[config.mk]
export PLATFORM = sky130hd
export DESIGN_NAME = mem_bus_arbiter
export DESIGN_NICKNAME = d
export VERILOG_FILES = /design/src/rtl/mem_bus_arbiter.sv
export SDC_FILE = /design/constraint.sdc
export NUM_CORES = 1
export LEC_CHECK = 0
export CAP_MARGIN = 40
export CORE_ASPECT_RATIO = 0.7
export CORE_UTILIZATION = 37
export DETAILED_ROUTE_END_ITERATION = 6
export HOLD_SLACK_MARGIN = 0.15
export PLACE_DENSITY = 0.88
export SLEW_MARGIN = 10
export SYNTH_ARGS = -nofsm -noshare
export SYNTH_HDL_FRONTEND = slang
export SYNTH_SLANG_ARGS = --single-unit
[constraint.sdc]
create_clock -name clock -period 1.7 [get_ports clock]
set_input_delay 0.34 -clock clock [delete_from_list [all_inputs] [get_ports clock]]
set_output_delay 0.34 -clock clock [all_outputs]
set_load 0.01 [all_outputs]
[src/rtl/mem_bus_arbiter.sv]
// Round-robin arbiter sharing one AXI4-Lite port between fetch and load/store.
// Min latency 3 cycles req-to-done; grant held until done, loser waits with req high; waits abort at TIMEOUT.
module mem_bus_arbiter #(
    parameter int TIMEOUT = 255,
    parameter int CNT_W   = 8
) (
    input  logic        clock,
    input  logic        resetn,
    input  logic        i_req,
    input  logic [31:0] i_addr,
    output logic        i_done,
    output logic [31:0] i_rdata,
    input  logic        d_req,
    input  logic        d_we,
    input  logic [31:0] d_addr,
    input  logic [31:0] d_wdata,
    input  logic [3:0]  d_wstrb,
    output logic        d_done,
    output logic [31:0] d_rdata,
    output logic        err,
    output logic        ARvalid,
    input  logic        ARready,
    output logic [31:0] ARdata,
    output logic [2:0]  arprot,
    input  logic        Rvalid,
    output logic        RReady,
    input  logic [31:0] Rdata_mem,
    output logic        AWvalid,
    input  logic        AWready,
    output logic [31:0] AWdata,
    output logic [2:0]  awprot,
    output logic        Wvalid,
    input  logic        Wready,
    output logic [31:0] Wdata,
    output logic [3:0]  Wstrb,
    input  logic        Bvalid,
    output logic        Bready
);

    typedef enum logic [2:0] {
        S_IDLE  = 3'd0,
        S_RADDR = 3'd1,
        S_RDATA = 3'd2,
        S_WRITE = 3'd3,
        S_WRESP = 3'd4,
        S_RESP  = 3'd5
    } state_t;

    state_t           state;
    state_t           state_nxt;
    logic             gnt_d;
    logic             last_gnt;
    logic [CNT_W-1:0] cnt;
    logic             aw_ok;
    logic             w_ok;
    logic [31:0]      addr_q;
    logic [2:0]       prot_q;
    logic             grant_vld;
    logic             grant_d;
    logic             timeout_hit;
    logic             timeout_abort;
    logic             write_complete;

    // On contention the requester opposite the previous winner is served.
    assign grant_vld      = i_req | d_req;
    assign grant_d        = d_req & (~i_req | ~last_gnt);
    assign timeout_hit    = (cnt == CNT_W'(TIMEOUT - 1));
    assign write_complete = (aw_ok | (AWvalid & AWready)) & (w_ok | (Wvalid & Wready));

    assign ARvalid = (state == S_RADDR);
    assign RReady  = (state == S_RDATA);
    assign AWvalid = (state == S_WRITE) & ~aw_ok;
    assign Wvalid  = (state == S_WRITE) & ~w_ok;
    assign Bready  = (state == S_WRESP);
    assign i_done  = (state == S_RESP) & ~gnt_d;
    assign d_done  = (state == S_RESP) & gnt_d;
    assign ARdata  = addr_q;
    assign AWdata  = addr_q;
    assign arprot  = prot_q;
    assign awprot  = prot_q;

    always_ff @(posedge clock or negedge resetn) begin
        if (!resetn) begin
            state <= S_IDLE;
        end else begin
            state <= state_nxt;
        end
    end

    always_comb begin
        state_nxt     = state;
        timeout_abort = 1'b0;
        case (state)
            S_IDLE: begin
                if (grant_vld) begin
                    state_nxt = (grant_d && d_we) ? S_WRITE : S_RADDR;
                end
            end
            S_RADDR: begin
                if (ARready) begin
                    state_nxt = S_RDATA;
                end else if (timeout_hit) begin
                    state_nxt     = S_RESP;
                    timeout_abort = 1'b1;
                end
            end
            S_RDATA: begin
                if (Rvalid) begin
                    state_nxt = S_RESP;
                end else if (timeout_hit) begin
                    state_nxt     = S_RESP;
                    timeout_abort = 1'b1;
                end
            end
            S_WRITE: begin
                if (write_complete) begin
                    state_nxt = S_WRESP;
                end else if (timeout_hit) begin
                    state_nxt     = S_RESP;
                    timeout_abort = 1'b1;
                end
            end
            S_WRESP: begin
                if (Bvalid) begin
                    state_nxt = S_RESP;
                end else if (timeout_hit) begin
                    state_nxt     = S_RESP;
                    timeout_abort = 1'b1;
                end
            end
            S_RESP:  state_nxt = S_IDLE;
            default: state_nxt = S_IDLE;
        endcase
    end

    always_ff @(posedge clock or negedge resetn) begin
        if (!resetn) begin
            gnt_d    <= 1'b0;
            last_gnt <= 1'b0;
            addr_q   <= '0;
            prot_q   <= '0;
            Wdata    <= '0;
            Wstrb    <= '0;
            aw_ok    <= 1'b0;
            w_ok     <= 1'b0;
            cnt      <= '0;
            err      <= 1'b0;
            i_rdata  <= '0;
            d_rdata  <= '0;
        end else begin
            if (state == S_IDLE && grant_vld) begin
                gnt_d    <= grant_d;
                last_gnt <= grant_d;
                addr_q   <= grant_d ? d_addr : i_addr;
                prot_q   <= grant_d ? 3'b000 : 3'b100;
                Wdata    <= d_wdata;
                Wstrb    <= d_wstrb;
                aw_ok    <= 1'b0;
                w_ok     <= 1'b0;
            end
            if (state == S_WRITE) begin
                if (AWvalid && AWready) aw_ok <= 1'b1;
                if (Wvalid && Wready)   w_ok  <= 1'b1;
            end
            // Counter measures time spent in the current wait state only.
            if (state_nxt != state) begin
                cnt <= '0;
            end else if (state inside {S_RADDR, S_RDATA, S_WRITE, S_WRESP}) begin
                cnt <= cnt + CNT_W'(1);
            end
            err <= timeout_abort;
            if (timeout_abort) begin
                if (gnt_d) d_rdata <= '0;
                else       i_rdata <= '0;
            end else if (state == S_RDATA && Rvalid) begin
                if (gnt_d) d_rdata <= Rdata_mem;
                else       i_rdata <= Rdata_mem;
            end
        end
    end

endmodule
==> results.rst, run 1 <==
.. list-table::
   :header-rows: 1

   * - Metric
     - Value
   * - Number of distinct standard cells referenced by the synthesized netlist
     - 47
   * - Crit-path max FO
     - 16
   * - Post-route worst setup slack
     - -0.242 ns
   * - Post-DRT Antenna Nets
     - 0
   * - CTS tree
     - yes
   * - Total DRC errors in the routed layout
     - 0
   * - Wire length per cell
     - 20.5 um
   * - Largest buffer count on any clock path
     - 2
   * - Final number of hold-violating endpoints
     - 0
   * - Fillcell total
     - 1198
   * - Worst R2R Path Depth
     - 7
   * - Share of the yosys chip area belonging to registers
     - 57.4%
   * - Cell types with the largest area share after synthesis
     - sky130_fd_sc_hd__dfrtp_1, sky130_fd_sc_hd__nand2_1, sky130_fd_sc_hd__a222oi_1
   * - Cell Area, Synth
     - 6450 um2
   * - Via total after detailed routing
     - 6275
   * - Startpoint types
     - register
   * - Total CTS buffers
     - 17
   * - Cell count after synthesis
     - 594
   * - Standard cell core area
     - 16700 um2
   * - Rows
     - 39
   * - CTS H-Tree Depth
     - 4
   * - Synth warnings
     - 0
   * - Master cell of the clock root buffer
     - sky130_fd_sc_hd__clkbuf_16
   * - Post-synth top area cell
     - sky130_fd_sc_hd__dfrtp_1
   * - Total wirelength of the detailed-routed design
     - 24.5 mm
   * - Sinks on Clock Net
     - 148
   * - Primary FF master, synth
     - sky130_fd_sc_hd__dfrtp_1
   * - MaxCap Viol Count
     - 0
   * - Failing checks
     - setup timing
   * - Placed Instances
     - 1122
   * - Timing-limited maximum frequency
     - 515 MHz
   * - DP Wirelength
     - 15.9 mm
   * - Number of flops mapped to enable cells by yosys
     - 0
   * - Worst Setup End Kind
     - register
   * - Worst clock skew
     - 0.0134 ns
   * - Time the final worst path needs with I/O delays and setup
     - 1.94 ns
   * - Aggregate global routing overflow
     - 0
   * - Arrival time at the worst endpoint
     - 2.24 ns
   * - Die outline area
     - 18000 um2
   * - Post-route fraction of the period consumed by the critical path
     - 114%
   * - Die width
     - 160 um
   * - Non-Filler Instances
     - 1192
   * - Number of detailed-routing iterations run before antenna repair
     - 6
   * - Reg2Reg Setup Slack
     - -0.24 ns
   * - Synthesized flop and latch total
     - 148
   * - Relative area change from synthesis to final layout
     - 79.1%
   * - Routability-driven placement congestion ratio
     - 0.842
   * - Fraction of synthesized cell area taken by the top area cell type
     - 57.4%
   * - IO Port Bufs
     - 315
   * - Clock slew at the register clock pins of the worst setup and hold paths
     - 0.07 ns
   * - Startpoint of the most critical register-to-register path
     - state[0]$_DFF_PN0_
   * - Number of setup violations in the final report
     - 119
   * - Pin count of the biggest net entering global routing
     - 48
   * - Tightest hold margin
     - 0.363 ns
   * - Type of the most critical hold path
     - in -> reg
   * - Critical setup path kind
     - reg -> reg
   * - Final number of max-transition violations
     - 0
   * - Slew headroom
     - 65.0%
   * - Area used by multi-input combinational logic
     - 2440 um2
   * - Vias in the first global route
     - 6330
   * - Critical path destination
     - i_rdata[16]$_DFFE_PN0P_
   * - Number of primary I/O pins
     - 320
   * - Post-route cell area
     - 11600 um2
   * - Required time reported for the critical path endpoint
     - 1.99 ns
   * - Unrepaired setup endpoints after global routing
     - true
   * - Clock insertion delay at the later pin of the skew report
     - 0.42 ns
   * - Mean post-synth cell area
     - 10.9 um2
   * - Initial cell density of the core
     - 38.7%
   * - Final core utilization
     - 69.2%
   * - First-pass GRT wire length
     - 35.1 mm
   * - Power per cell area
     - 1870 nW/um2
   * - Die height
     - 112 um
   * - Worst Tran Pin Value
     - 0.525 ns
   * - Result of the run
     - finished, violations left
   * - Worst reg2reg path endpoint
     - i_rdata[16]$_DFFE_PN0P_
   * - Leakage Power
     - 5.97 nW
   * - Number of vias per cell after detailed routing
     - 5.26
   * - Global routing usage summed across all routing layers
     - 25.5%
   * - 1st-iter DRT viols
     - 628
   * - Sequential cell area in the final layout
     - 3710 um2
   * - Number of antenna violations at the first check in global routing
     - 4
   * - Proportion of synthesized flip-flops having asynchronous set or reset
     - 100%
   * - Max IR drop VDD
     - 0.00105 V
   * - Critical Path Source
     - state[0]$_DFF_PN0_
   * - Layout cell share with drive strength beyond 1
     - 23.3%
   * - Final net count
     - 1094
   * - Total negative slack for setup checks
     - -20.79 ns
   * - Cell area after placement
     - 10100 um2
-- worst max-delay path: stages, from the launching register on --
cell                        delay, ns
sky130_fd_sc_hd__dfrtp_2         0.45
sky130_fd_sc_hd__inv_1           0.22
sky130_fd_sc_hd__buf_4           0.18
sky130_fd_sc_hd__o21ai_2         0.07
sky130_fd_sc_hd__a211oi_4        0.36
sky130_fd_sc_hd__o21bai_4        0.11
sky130_fd_sc_hd__bufbuf_16       0.30
sky130_fd_sc_hd__o2bb2ai_1       0.12
-- cells in the mapped netlist, types with 2 or more instances --
library cell and number:
sky130_fd_sc_hd__and3_1 2, sky130_fd_sc_hd__nor2_1 13, sky130_fd_sc_hd__a211oi_4 2, sky130_fd_sc_hd__xnor2_1 3, sky130_fd_sc_hd__or2_1 2, sky130_fd_sc_hd__o2bb2ai_1 32
sky130_fd_sc_hd__o21ai_0 4, sky130_fd_sc_hd__and2_1 3, sky130_fd_sc_hd__inv_1 34, sky130_fd_sc_hd__nor3b_1 2, sky130_fd_sc_hd__nor3_1 8, sky130_fd_sc_hd__clkbuf_1 19
sky130_fd_sc_hd__nand3_1 4, sky130_fd_sc_hd__a21oi_1 4, sky130_fd_sc_hd__a32o_1 32, sky130_fd_sc_hd__xor2_1 4, sky130_fd_sc_hd__a222oi_1 32, sky130_fd_sc_hd__nand2_1 146
sky130_fd_sc_hd__nor3_2 3, sky130_fd_sc_hd__nand4_1 6, sky130_fd_sc_hd__buf_4 41, sky130_fd_sc_hd__dfrtp_1 148, sky130_fd_sc_hd__buf_2 18, sky130_fd_sc_hd__ha_1 2
sky130_fd_sc_hd__nor3b_2 2, sky130_fd_sc_hd__a21o_1 3, sky130_fd_sc_hd__buf_6 4, sky130_fd_sc_hd__o21ai_1 2
-- placed cells by master (no fill, tap or decap), types with 3 or more instances in the layout --
cell type and n:
sky130_fd_sc_hd__xor2_1 4, sky130_fd_sc_hd__nand2_4 9, sky130_fd_sc_hd__a21o_1 3, sky130_fd_sc_hd__dfrtp_2 4, sky130_fd_sc_hd__nand2_2 24, sky130_fd_sc_hd__a222oi_1 32, sky130_fd_sc_hd__buf_4 60, sky130_fd_sc_hd__buf_6 19
sky130_fd_sc_hd__inv_6 3, sky130_fd_sc_hd__buf_8 4, sky130_fd_sc_hd__nor3_4 4, sky130_fd_sc_hd__dlygate4sd2_1 52, sky130_fd_sc_hd__nor2_1 6, sky130_fd_sc_hd__nor2_4 5, sky130_fd_sc_hd__buf_12 14, sky130_fd_sc_hd__dfrtp_1 144
sky130_fd_sc_hd__clkbuf_16 20, sky130_fd_sc_hd__a32o_1 32, sky130_fd_sc_hd__inv_1 34, sky130_fd_sc_hd__nand2_1 113, sky130_fd_sc_hd__diode_2 4, sky130_fd_sc_hd__nand4_1 6, sky130_fd_sc_hd__dlymetal6s2s_1 63, sky130_fd_sc_hd__clkdlybuf4s50_1 192
sky130_fd_sc_hd__conb_1 4, sky130_fd_sc_hd__buf_2 5, sky130_fd_sc_hd__clkinvlp_4 3, sky130_fd_sc_hd__nor3b_2 3, sky130_fd_sc_hd__o2bb2ai_1 31, sky130_fd_sc_hd__nor3_2 7, sky130_fd_sc_hd__xnor2_1 3
-- cell type report --
type                       instances  area share [%]
antenna                            4          0.0867
clock buffer                      19            3.92
clock inverter                    13            1.28
inverter                          35            1.16
multi-input combinational        332            21.2
sequential                       148            32.1
tap                              225            2.44
timing repair buffer             416            37.9
-- state kept, by name (all words and copies together), names as in the netlist --
signal,count
ARdata,32
Wdata,32
Wstrb,4
arprot,1
aw_ok,1
cnt,8
d_rdata,32
err,1
i_rdata,32
last_gnt,1
state,3
w_ok,1
-- logic make-up after synthesis --
| family | Yosys count | synth area share [%] |
|---|---|---|
| and+or+nand+nor | 197 | 13.3 |
| xor gates and xnor gates | 7 | 0.950 |
| adders and majority gates | 2 | 0.388 |
| buffers and inverters | 117 | 10.0 |
| AOI/OAI and AO/OA | 122 | 17.9 |
| other | 1 | 0.0581 |
| DFF | 148 | 57.4 |
-- worst min path at each step --
stage	start	endpoint	slack [ns]	cells after the start
after CTS	d_wdata[10]	Wdata[10]$_DFFE_PN0P_	0.43	3
after floorplan	resetn	ARdata[0]$_DFFE_PN0P_	0.04	0
final	AWready	state[0]$_DFF_PN0_	0.36	4
after global placement	resetn	d_rdata[2]$_DFFE_PN0P_	0.31	1
after detailed placement	resetn	d_rdata[2]$_DFFE_PN0P_	0.32	1
after global routing	AWready	state[0]$_DFF_PN0_	0.43	4
-- layer usage --
metal | track usage [%] | wire, um
met1 | 31.5 | 9600
met2 | 41.3 | 12100
met3 | 8.83 | 2130
met4 | 9.90 | 656
met5 | 0 | 0
-- report_power, final --
part           switching [mW]  internal (mW)  total (mW)
clock                    1.58           2.26        3.84
sequential               1.20           5.15        6.34
combinational            5.25           6.13        11.4
-- per-stage QoR --
stage / power [mW] / setup WS [ns]
6_report: 21.6 / -0.242
5_1_grt: 22.7 / -0.297
4_1_cts: 20.7 / -0.204
3_5_place_dp: 16.5 / -0.589
3_3_place_gp: 16.2 / -0.511
2_1_floorplan: 10.9 / -0.0405
-- what timing repair did --
action,in CTS,in global routing
buffers inserted,12,14
pin swaps,9,63
hold buffers,1,0
gates cloned,5,6
endpoints found under the setup margin,227,217
gates resized for setup,113,156
hold endpoints to repair,41,0
Power figures use the tool's default switching activity.
==> inputs of run 2 (changes only) <==
==> constraint.sdc (replaced) <==
create_clock -name clock -period 1.76 [get_ports clock]
set_input_delay 0.352 -clock clock [delete_from_list [all_inputs] [get_ports clock]]
set_output_delay 0.352 -clock clock [all_outputs]
set_load 0.01 [all_outputs]
==> results.rst, run 2 (same netlist as run 1, synthesis figures left out) <==
.. list-table::
   :header-rows: 1

   * - Metric
     - Value
   * - Result of the run
     - finished, violations left
   * - DP Wirelength
     - 15.9 mm (+0.25%)
   * - Number of vias per cell after detailed routing
     - 5.22 (-0.92%)
   * - Aggregate global routing overflow
     - 0 (unchanged)
   * - Worst clock skew
     - 0.00894 ns (-0.00448 ns)
   * - MaxCap Viol Count
     - 0 (unchanged)
   * - First-pass GRT wire length
     - 33.7 mm (-3.7%)
   * - Worst reg2reg path endpoint
     - d_rdata[13]$_DFFE_PN0P_
   * - CTS tree
     - yes
   * - Time the final worst path needs with I/O delays and setup
     - 2.02 ns (+0.0818 ns)
   * - 1st-iter DRT viols
     - 656 (+4.5%)
   * - Max IR drop VDD
     - 0.000997 V (-5.2%)
   * - Non-Filler Instances
     - 1167 (-2.1%)
   * - Sinks on Clock Net
     - 148 (unchanged)
   * - Total CTS buffers
     - 17 (unchanged)
   * - Via total after detailed routing
     - 6087 (-3.0%)
   * - Final net count
     - 1074 (-1.8%)
   * - Master cell of the clock root buffer
     - sky130_fd_sc_hd__clkbuf_16
   * - Worst Tran Pin Value
     - 0.617 ns (+0.0923 ns)
   * - Routability-driven placement congestion ratio
     - 0.929 (+10%)
   * - Total Power
     - 20.6 mW (-4.3%)
   * - Unrepaired setup endpoints after global routing
     - true
   * - Layout cell share with drive strength beyond 1
     - 18.5% (-4.8 points)
   * - Critical setup path kind
     - reg -> reg
   * - Timing-limited maximum frequency
     - 494 MHz (-4.0%)
   * - Die outline area
     - 18000 um2 (unchanged)
   * - Rows
     - 39 (unchanged)
   * - Clock slew at the register clock pins of the worst setup and hold paths
     - 0.06 ns (about the same)
   * - Post-DRT Antenna Nets
     - 0 (unchanged)
   * - Tightest hold margin
     - 0.425 ns (+0.0624 ns)
   * - Total DRC errors in the routed layout
     - 1 (+1)
   * - Standard cell core area
     - 16700 um2 (unchanged)
   * - Number of primary I/O pins
     - 320 (unchanged)
   * - Final number of max-transition violations
     - 0 (unchanged)
   * - Slew headroom
     - 58.8% (-6.2 points)
   * - Startpoint types
     - register
   * - Die width
     - 160 um (unchanged)
   * - CTS H-Tree Depth
     - 4 (unchanged)
   * - Largest buffer count on any clock path
     - 2 (unchanged)
   * - Wire length per cell
     - 19.8 um (-3.7%)
   * - Number of setup violations in the final report
     - 80 (-33%)
   * - Number of antenna diodes
     - 0 (-4)
   * - Number of antenna violations at the first check in global routing
     - 0 (-4)
   * - Worst Setup End Kind
     - register
   * - Power per cell area
     - 1860 nW/um2 (-0.52%)
   * - Final number of hold-violating endpoints
     - 0 (unchanged)
   * - IO Port Bufs
     - 315 (unchanged)
   * - Die height
     - 112 um (unchanged)
   * - Initial cell density of the core
     - 38.7% (unchanged)
   * - Relative area change from synthesis to final layout
     - 72.3%
   * - Failing checks
     - DRC, setup timing
   * - Startpoint of the most critical register-to-register path
     - state[1]$_DFF_PN0_
   * - Required time reported for the critical path endpoint
     - 2.07 ns (+0.08 ns)
   * - Arrival time at the worst endpoint
     - 2.33 ns (+0.09 ns)
   * - Post-route fraction of the period consumed by the critical path
     - 115% (+0.76 points)
   * - Clock insertion delay at the later pin of the skew report
     - 0.42 ns (about the same)
   * - Pin count of the biggest net entering global routing
     - 58 (+21%)
   * - Reg2Reg Setup Slack
     - -0.26 ns (-0.02 ns)
   * - Leakage Power
     - 5.08 nW (-15%)
   * - Most common library cell in the layout ignoring fill and taps
     - sky130_fd_sc_hd__clkdlybuf4s50_1
   * - Post-route worst setup slack
     - -0.263 ns (-0.0218 ns)
   * - Crit-path max FO
     - 25 (+9)
   * - Global routing usage summed across all routing layers
     - 24.5% (-0.97 points)
   * - Worst R2R Path Depth
     - 8 (+1)
   * - Type of the most critical hold path
     - in -> async
   * - Placed Instances
     - 1117 (-0.45%)
   * - Highest-count cells in the layout ignoring fill and taps
     - sky130_fd_sc_hd__clkdlybuf4s50_1, sky130_fd_sc_hd__dfrtp_1, sky130_fd_sc_hd__nand2_1
   * - Number of detailed-routing iterations run before antenna repair
     - 7 (+1)
   * - Vias in the first global route
     - 6021 (-4.9%)
   * - Total wirelength of the detailed-routed design
     - 23.1 mm (-5.7%)
   * - Fillcell total
     - 1232 (+2.8%)
   * - Critical Path Source
     - state[1]$_DFF_PN0_
## run 2: metrics by stage
| step | TNS [ns] | setup WS (ns) | util (%) | cell area [um2] |
|---|---|---|---|---|
| 2_1_floorplan | 0 | 0.0195 | - | 6460 |
| 3_3_place_gp | -29.00 | -0.428 | 59.9 | 9990 |
| 3_5_place_dp | -33.42 | -0.464 | 59.9 | 9990 |
| 4_1_cts | -6.26 | -0.152 | 64.7 | 10800 |
| 5_1_grt | -21.33 | -0.344 | 66.6 | 11100 |
| 6_report | -15.96 | -0.263 | 66.6 | 11100 |
## run 2: final cells by class
class                      instances  area (um2)  area share (%)
clock buffer                      20         447            4.02
clock inverter                    11         198            1.78
inverter                          35         139            1.25
multi-input combinational        332        2350            21.2
sequential                       148        3710            33.4
tap                              225         282            2.53
timing repair buffer             396        3990            35.9
## run 2: repair_timing
item                                   4_1_cts  5_1_grt
pin swaps                                    6       10
cloned                                       0        2
endpoints found under the hold margin       41        0
hold buffers                                 1        0
buffers inserted                             7        9
setup endpoints to repair                   92       98
resized for setup                           67       52
## run 2: power breakdown
group          switching [mW]  internal [mW]  total (mW)
clock network            1.45           2.56        4.01
logic                    4.80           5.76        10.6
registers                1.11           4.97        6.08
total                    7.36           13.3        20.6
## run 2: layer usage
| layer | vias to the layer above | part of all wire, % | GRT usage, % |
|---|---|---|---|
| met5 | - | 0 | 0 |
| met4 | 0 | 2.1 | 8.70 |
| met3 | 36 | 8.4 | 6.65 |
| met2 | 323 | 51 | 42.1 |
| met1 | 2995 | 38 | 29.8 |
| li1 | 2733 | - | - |
## run 2: how the worst max path moves through the flow
stage | end | slack [ns] | depth (start not counted)
after global placement | d_rdata[7]$_DFFE_PN0P_ | -0.43 | 7
final | d_rdata[13]$_DFFE_PN0P_ | -0.26 | 8
after detailed placement | d_rdata[8]$_DFFE_PN0P_ | -0.46 | 7
after floorplan | d_rdata[10]$_DFFE_PN0P_ | 0.02 | 8
after global routing | d_rdata[13]$_DFFE_PN0P_ | -0.34 | 8
after CTS | d_rdata[13]$_DFFE_PN0P_ | -0.15 | 9
## run 2: critical path, cell delays in order (launching register included)
cell,delay [ns]
sky130_fd_sc_hd__dfrtp_1,0.37
sky130_fd_sc_hd__buf_12,0.15
sky130_fd_sc_hd__nand2b_1,0.15
sky130_fd_sc_hd__nand4_1,0.20
sky130_fd_sc_hd__a211oi_4,0.35
sky130_fd_sc_hd__buf_6,0.17
sky130_fd_sc_hd__o21ai_4,0.07
sky130_fd_sc_hd__buf_12,0.20
sky130_fd_sc_hd__a32o_1,0.22
